[src/rtl/reset_sequencer_if.sv]
// Control/status bundle between the reset sequencer and its consumer.
interface reset_sequencer_if #(
  parameter int N_CH = 4
);
  logic            sw_rst_req;
  logic [N_CH-1:0] ch_mask;
  logic [N_CH-1:0] rst_out;
  logic            busy;
  logic            done;
  logic [1:0]      state;

  modport master (output sw_rst_req, ch_mask, input rst_out, busy, done, state);
  modport slave  (input sw_rst_req, ch_mask, output rst_out, busy, done, state);
endinterface

[src/rtl/reset_sequencer.sv]
// Reset sequencer: synchronises async reset release, holds all channels,
// then releases per-channel resets in a staggered order and reports RUN.

// One downstream reset channel: registered reset bit, released once the
// shared release counter reaches this channel's slot.
module reset_sequencer_ch #(
  parameter int CNT_W  = 1,
  parameter int REL_AT = 0
) (
  input  logic             clk,
  input  logic             rst,
  input  logic             mask,
  input  logic             rel_phase,
  input  logic             run_phase,
  input  logic [CNT_W-1:0] cnt_d,
  output logic             rst_out
);
  logic rst_out_d, rst_out_q;

  // Release decision uses next-state info so the bit flips on the scheduled edge.
  always_comb begin
    rst_out_d = 1'b1;
    if (run_phase)                                  rst_out_d = 1'b0;
    else if (rel_phase && int'(cnt_d) >= REL_AT)    rst_out_d = 1'b0;
    if (mask)                                       rst_out_d = 1'b1;
  end

  // Channel reset flop; async reset forces it asserted.
  always_ff @(posedge clk or negedge rst)
    if (!rst) rst_out_q <= 1'b1;
    else      rst_out_q <= rst_out_d;

  assign rst_out = rst_out_q;
endmodule

module reset_sequencer #(
  parameter int N_CH        = 4,
  parameter int SYNC_STAGES = 2,
  parameter int HOLD_CYCLES = 2,
  parameter int STAGGER     = 1
) (
  input  logic              clk,
  input  logic              rst,
  reset_sequencer_if.slave  bus
);
  // Release count at which the last channel goes; 0 means all release together.
  localparam int LAST    = (N_CH - 1) * STAGGER;
  localparam int CNT_MAX = (HOLD_CYCLES > LAST + 1) ? HOLD_CYCLES : LAST + 1;
  localparam int CNT_W   = (CNT_MAX > 1) ? $clog2(CNT_MAX) : 1;

  typedef enum logic [1:0] {
    ST_ASSERT  = 2'd0,
    ST_HOLD    = 2'd1,
    ST_RELEASE = 2'd2,
    ST_RUN     = 2'd3
  } state_t;

  state_t                 state_d, state_q;
  logic [CNT_W-1:0]       cnt_d, cnt_q, cnt_inc;
  logic [SYNC_STAGES-1:0] sync_d, sync_q;
  logic                   sync_out;
  logic                   done_d, done_q;
  logic                   rel_phase, run_phase;
  logic [N_CH-1:0]        rst_out_q;

  assign sync_out = sync_q[SYNC_STAGES-1];
  assign cnt_inc  = cnt_q + CNT_W'(1);

  // Release synchroniser: shifts in ones once rst is high.
  always_comb begin
    sync_d = {sync_q[SYNC_STAGES-2:0], 1'b1};
  end

  // Next-state, counter and done-pulse logic.
  always_comb begin
    state_d = state_q;
    cnt_d   = cnt_q;
    case (state_q)
      ST_ASSERT: begin
        if (sync_out) begin
          state_d = ST_HOLD;
          cnt_d   = '0;
        end
      end
      ST_HOLD: begin
        if (cnt_q == CNT_W'(HOLD_CYCLES - 1)) begin
          // With a zero stagger the release-entry edge is also the RUN edge.
          state_d = (LAST == 0) ? ST_RUN : ST_RELEASE;
          cnt_d   = '0;
        end else begin
          cnt_d   = cnt_inc;
        end
      end
      ST_RELEASE: begin
        if (cnt_inc == CNT_W'(LAST)) begin
          state_d = ST_RUN;
          cnt_d   = '0;
        end else begin
          cnt_d   = cnt_inc;
        end
      end
      default: ;
    endcase
    // Software reset restarts the hold window from any post-sync state.
    if (bus.sw_rst_req && state_q != ST_ASSERT) begin
      state_d = ST_HOLD;
      cnt_d   = '0;
    end
    done_d = (state_d == ST_RUN) && (state_q != ST_RUN);
  end

  // Sequencer state registers.
  always_ff @(posedge clk or negedge rst)
    if (!rst) begin
      state_q <= ST_ASSERT;
      cnt_q   <= '0;
      sync_q  <= '0;
      done_q  <= 1'b0;
    end else begin
      state_q <= state_d;
      cnt_q   <= cnt_d;
      sync_q  <= sync_d;
      done_q  <= done_d;
    end

  assign rel_phase = (state_d == ST_RELEASE);
  assign run_phase = (state_d == ST_RUN);

  for (genvar k = 0; k < N_CH; k++) begin : g_ch
    reset_sequencer_ch #(
      .CNT_W  (CNT_W),
      .REL_AT (k * STAGGER)
    ) u_ch (
      .clk       (clk),
      .rst       (rst),
      .mask      (bus.ch_mask[k]),
      .rel_phase (rel_phase),
      .run_phase (run_phase),
      .cnt_d     (cnt_d),
      .rst_out   (rst_out_q[k])
    );
  end

  assign bus.rst_out = rst_out_q;
  assign bus.busy    = (state_q != ST_RUN);
  assign bus.done    = done_q;
  assign bus.state   = state_q;
endmodule

[src/flat_wrapper.sv]
// flat-port wrapper written by rule: the top's interface ports become plain ports
module reset_sequencer_flat 
#(
  parameter int N_CH        = 4,
  parameter int SYNC_STAGES = 2,
  parameter int HOLD_CYCLES = 2,
  parameter int STAGGER     = 1
)
  (clk, rst, bus_sw_rst_req, bus_ch_mask, bus_rst_out, bus_busy, bus_done, bus_state);
  reset_sequencer_if #(.N_CH(N_CH)) bus_i ();
  input  logic clk;
  input  logic rst;
  input wire logic [$bits(bus_i.sw_rst_req)-1:0] bus_sw_rst_req;
  input wire logic [$bits(bus_i.ch_mask)-1:0] bus_ch_mask;
  output wire logic [$bits(bus_i.rst_out)-1:0] bus_rst_out;
  output wire logic [$bits(bus_i.busy)-1:0] bus_busy;
  output wire logic [$bits(bus_i.done)-1:0] bus_done;
  output wire logic [$bits(bus_i.state)-1:0] bus_state;
  assign bus_i.sw_rst_req = bus_sw_rst_req;
  assign bus_i.ch_mask = bus_ch_mask;
  assign bus_rst_out = bus_i.rst_out;
  assign bus_busy = bus_i.busy;
  assign bus_done = bus_i.done;
  assign bus_state = bus_i.state;
  reset_sequencer #(.N_CH(N_CH), .SYNC_STAGES(SYNC_STAGES), .HOLD_CYCLES(HOLD_CYCLES), .STAGGER(STAGGER)) u_core (.clk(clk), .rst(rst), .bus(bus_i));
endmodule
[config.mk]
export PLATFORM = sky130hd
export DESIGN_NAME = reset_sequencer_flat
export DESIGN_NICKNAME = d
export VERILOG_FILES = /design/src/rtl/reset_sequencer_if.sv /design/src/rtl/reset_sequencer.sv /design/src/flat_wrapper.sv
export SDC_FILE = /design/constraint.sdc
export NUM_CORES = 1
export LEC_CHECK = 0
export ABC_CLOCK_PERIOD_IN_PS = 2210
export CAP_MARGIN = 40
export CORE_AREA = 8 8 45 47
export CTS_CLUSTER_SIZE = 10
export DETAILED_ROUTE_END_ITERATION = 10
export DIE_AREA = 0 0 53 55
export PLACE_DENSITY = 0.71
export SLEW_MARGIN = 40
export SYNTH_ARGS = -nofsm -noshare
export SYNTH_HDL_FRONTEND = slang
export SYNTH_SLANG_ARGS = --single-unit
export TNS_END_PERCENT = 5
[constraint.sdc]
create_clock -name clk -period 2.21 [get_ports clk]
set_input_delay 0.221 -clock clk [delete_from_list [all_inputs] [get_ports clk]]
set_output_delay 0.221 -clock clk [all_outputs]
set_load 0.02 [all_outputs]
==> results.toml <==
[route]
drcViolationCount = 0
dr.pass1.iters = 4
wl_per_cell_um = 14.1
vias_per_cell = 5.22
routed_wl_mm = 1.12
via_count = 412
ant_nets = 0
drtIter0Drc = 7

[floorplan]
die_w_um = 53
row_count = 14
die_area_um2 = 2920
pin_count = 15
core-area_um2 = 1380
start_util_pct = 40.7
die_h_um = 55

[run]
max_cap_viol_count = 0

[cells_and_area]
fin_nets = 71
n_antenna_cell = 0
drive_gt1_share_pct = 14.3
syn_to_final_growth_pct = 23.1
final_cells = 79

[critical_path]
critPathLaunch = "u_core.bus.state[1]"
cp_slowest_cell = "clkdlybuf4s50_1"
ff2ff_path_depth = 4
endpoint = "bus_state[1]"
r2r-end = "u_core.g_ch[1].u_ch.rst_out"
cpPeakStageDelay_ns = 0.68
r2r_start = "u_core.bus.state[0]"
setup.worst_path.class = "register to output port"
critPathBufInv = 1
cp_cell_sequence = "clkdlybuf4s50_1"
path_delay_family = "buffers and inverters"
reg2reg_slack_ns = 0.68
critPathMaxFanout = 12
crit_arrival_ns = 1.48
cp.required_ns = 1.99
crit_path_end_kind = "output port"
cp.depth = 1
start_kind = "register"

[placed_design]
place_congestion = 0.840
dp_cells = 75
dp_hpwl_um = 812
place_ws_ns = 0.498
portBuffers = 14

[sta]
hold_viol = 0
final-max-slew-violation-count = 0
skew_ns = 0.00581
setup_ws_ns = 0.512
fin_crit_ns = 1.70
fin_crit_sh_pct = 76.9
fmax_mhz = 589
setup_violations = 0
rsz0062_at_grt = "no"
setup_tns_ns = 0
hold_ws_ns = 0.267

[pwr]
ir_drop_uv = 428
leakagePower_nw = 0.289
combPwrFrac_pct = 39.4
clkPwrFrac_pct = 18.6
internal-power_mw = 0.459
p_switching_mw = 0.266
swShare_pct = 36.7
p_seq_share_pct = 42.0
finalPower_mw = 0.725
p_per_area_nw_per_um2 = 1050

[global_route]
grt_pass1_wl_mm = 1.90
grt_pass1_vias = 391
grt_overflow = 0
grtUsageTotal_pct = 9.30
antenna_found_initial = 0
grt_max_degree = 13

[cts]
postCtsSetupRepairBufs = 0
cts_tree = "yes"
cts_hold_buffers = 0
htreeDepth = 1
clock_path_buffers = 2
clkTransAtPathRegs_ns = 0.07
postCtsResizedCells = 0
cts.sinks = 11
numCtsBuffers = 3
insertion_delay_ns = 0.27
root_buffer = "clkbuf_4"

[yosys]
synth.area.top_cells = "dfrtp_1 (31%), dfstp_2 (19%), buf_4 (5.3%), buf_6 (4.0%), o31ai_4 (3.8%)"
ys_seq_area_share_pct = 49.8
synth_seq_cells = 11
syn_area_um2 = 563
synth_top_area_share_pct = 31.1
synth_top_cell_by_area = "dfrtp_1"
syn_inst = 52
ys_types = 25
yosysWarnings = 0
avgSynthCellArea_um2 = 10.8
syn-num-nets = 59

[min_path]
min_path_type = "input port to asynchronous set/reset pin"

[outcome]
outcome = "completed"
-- cell usage in the layout, fill, tap and decap left out, drive strengths merged --
cell type and instances:
clkbuf 4, o31ai 1, a21oi 1, or3 3, dfrtp 7, inv 1, o32a 2, nor3b 1
nor2 3, nor3 1, o21ai 3, or2 1, and3b 1, xor2 1, conb 1, and3 1
clkdlybuf4s50 14, a211o 1, dfstp 4, nand2b 3, o311ai 1, nor2b 3, o21ba 1, nand2 4
-- flip-flops by register name, indices dropped and copies added (netlist names) --
name / cells
u_core.g_ch.u_ch.rst_out: 4
u_core.bus.done: 1
u_core.sync_q: 2
u_core.bus.state: 2
u_core.cnt_q: 2
-- power groups by stage --
stage,Combinational [mW],Clock [mW],Sequential (mW)
floorplan,0.224,0,0.289
global placement,0.286,0,0.307
detailed placement,0.287,0,0.306
CTS,0.288,0.141,0.303
global route,0.315,0.150,0.315
finish,0.286,0.135,0.305
-- cells by family (layout without fill, tap and decap cells) --
family | count (synthesis) | after routing | share of synthesized area [%]
AOI/OAI and AO/OA | 10 | 10 | 15.8
xor gates and xnor gates | 1 | 1 | 1.56
buffers and inverters | 8 | 19 | 10.7
DFF | 11 | 11 | 49.8
other | 1 | 1 | 0.666
and+or+nand+nor | 21 | 21 | 21.6
-- worst min path at each step --
stage / cells after the start / end / slack (ns) / startpoint
3_3_place_gp: 0 / u_core.sync_q[1] / 0.33 / u_core.sync_q[0]
2_1_floorplan: 0 / u_core.bus.done / -0.07 / rst
6_report: 1 / u_core.bus.done / 0.27 / rst
3_5_place_dp: 0 / u_core.sync_q[1] / 0.35 / u_core.sync_q[0]
5_1_grt: 1 / u_core.bus.done / 0.32 / rst
4_1_cts: 1 / u_core.bus.done / 0.28 / rst
-- stage by stage --
step           util, %  cell area (µm²)
3_5_place_dp      48.2              667
5_1_grt           50.1              693
6_report          50.1              693
2_1_floorplan        -              563
4_1_cts           50.1              693
3_3_place_gp      48.2              667
-- per-layer routing --
layer / share of wire [%] / track usage (%)
met5: 0 / 0
met1: 41 / 9.29
met3: 12 / 5.88
met4: 0.72 / 5.17
met2: 46 / 14.6
-- area by class of cell --
| class | instances | area, µm² |
|---|---|---|
| fillers | 133 | 691 |
| inverters | 1 | 3.75 |
| clock buffers | 4 | 26.3 |
| multi-input cells | 33 | 223 |
| repair buffers | 14 | 140 |
| well taps | 16 | 20.0 |
| flip-flops and latches | 11 | 280 |
-- synth_stat cells --
cell and instances:
dfrtp_1 7, buf_4 4, dfstp_2 4, nand2_1 4, nand2b_1 3, nor2_1 3
nor2b_1 3, o21ai_0 3, or3_1 3, buf_6 2, o32a_1 2, a211o_1 1
a21oi_1 1, and3_4 1, and3b_1 1, clkbuf_1 1, conb_1 1, inv_1 1
nor3_1 1, nor3b_1 1, o21ba_1 1, o311ai_1 1, o31ai_4 1, or2_1 1
xor2_1 1
Note: power is estimated with default switching activity, not from simulation.
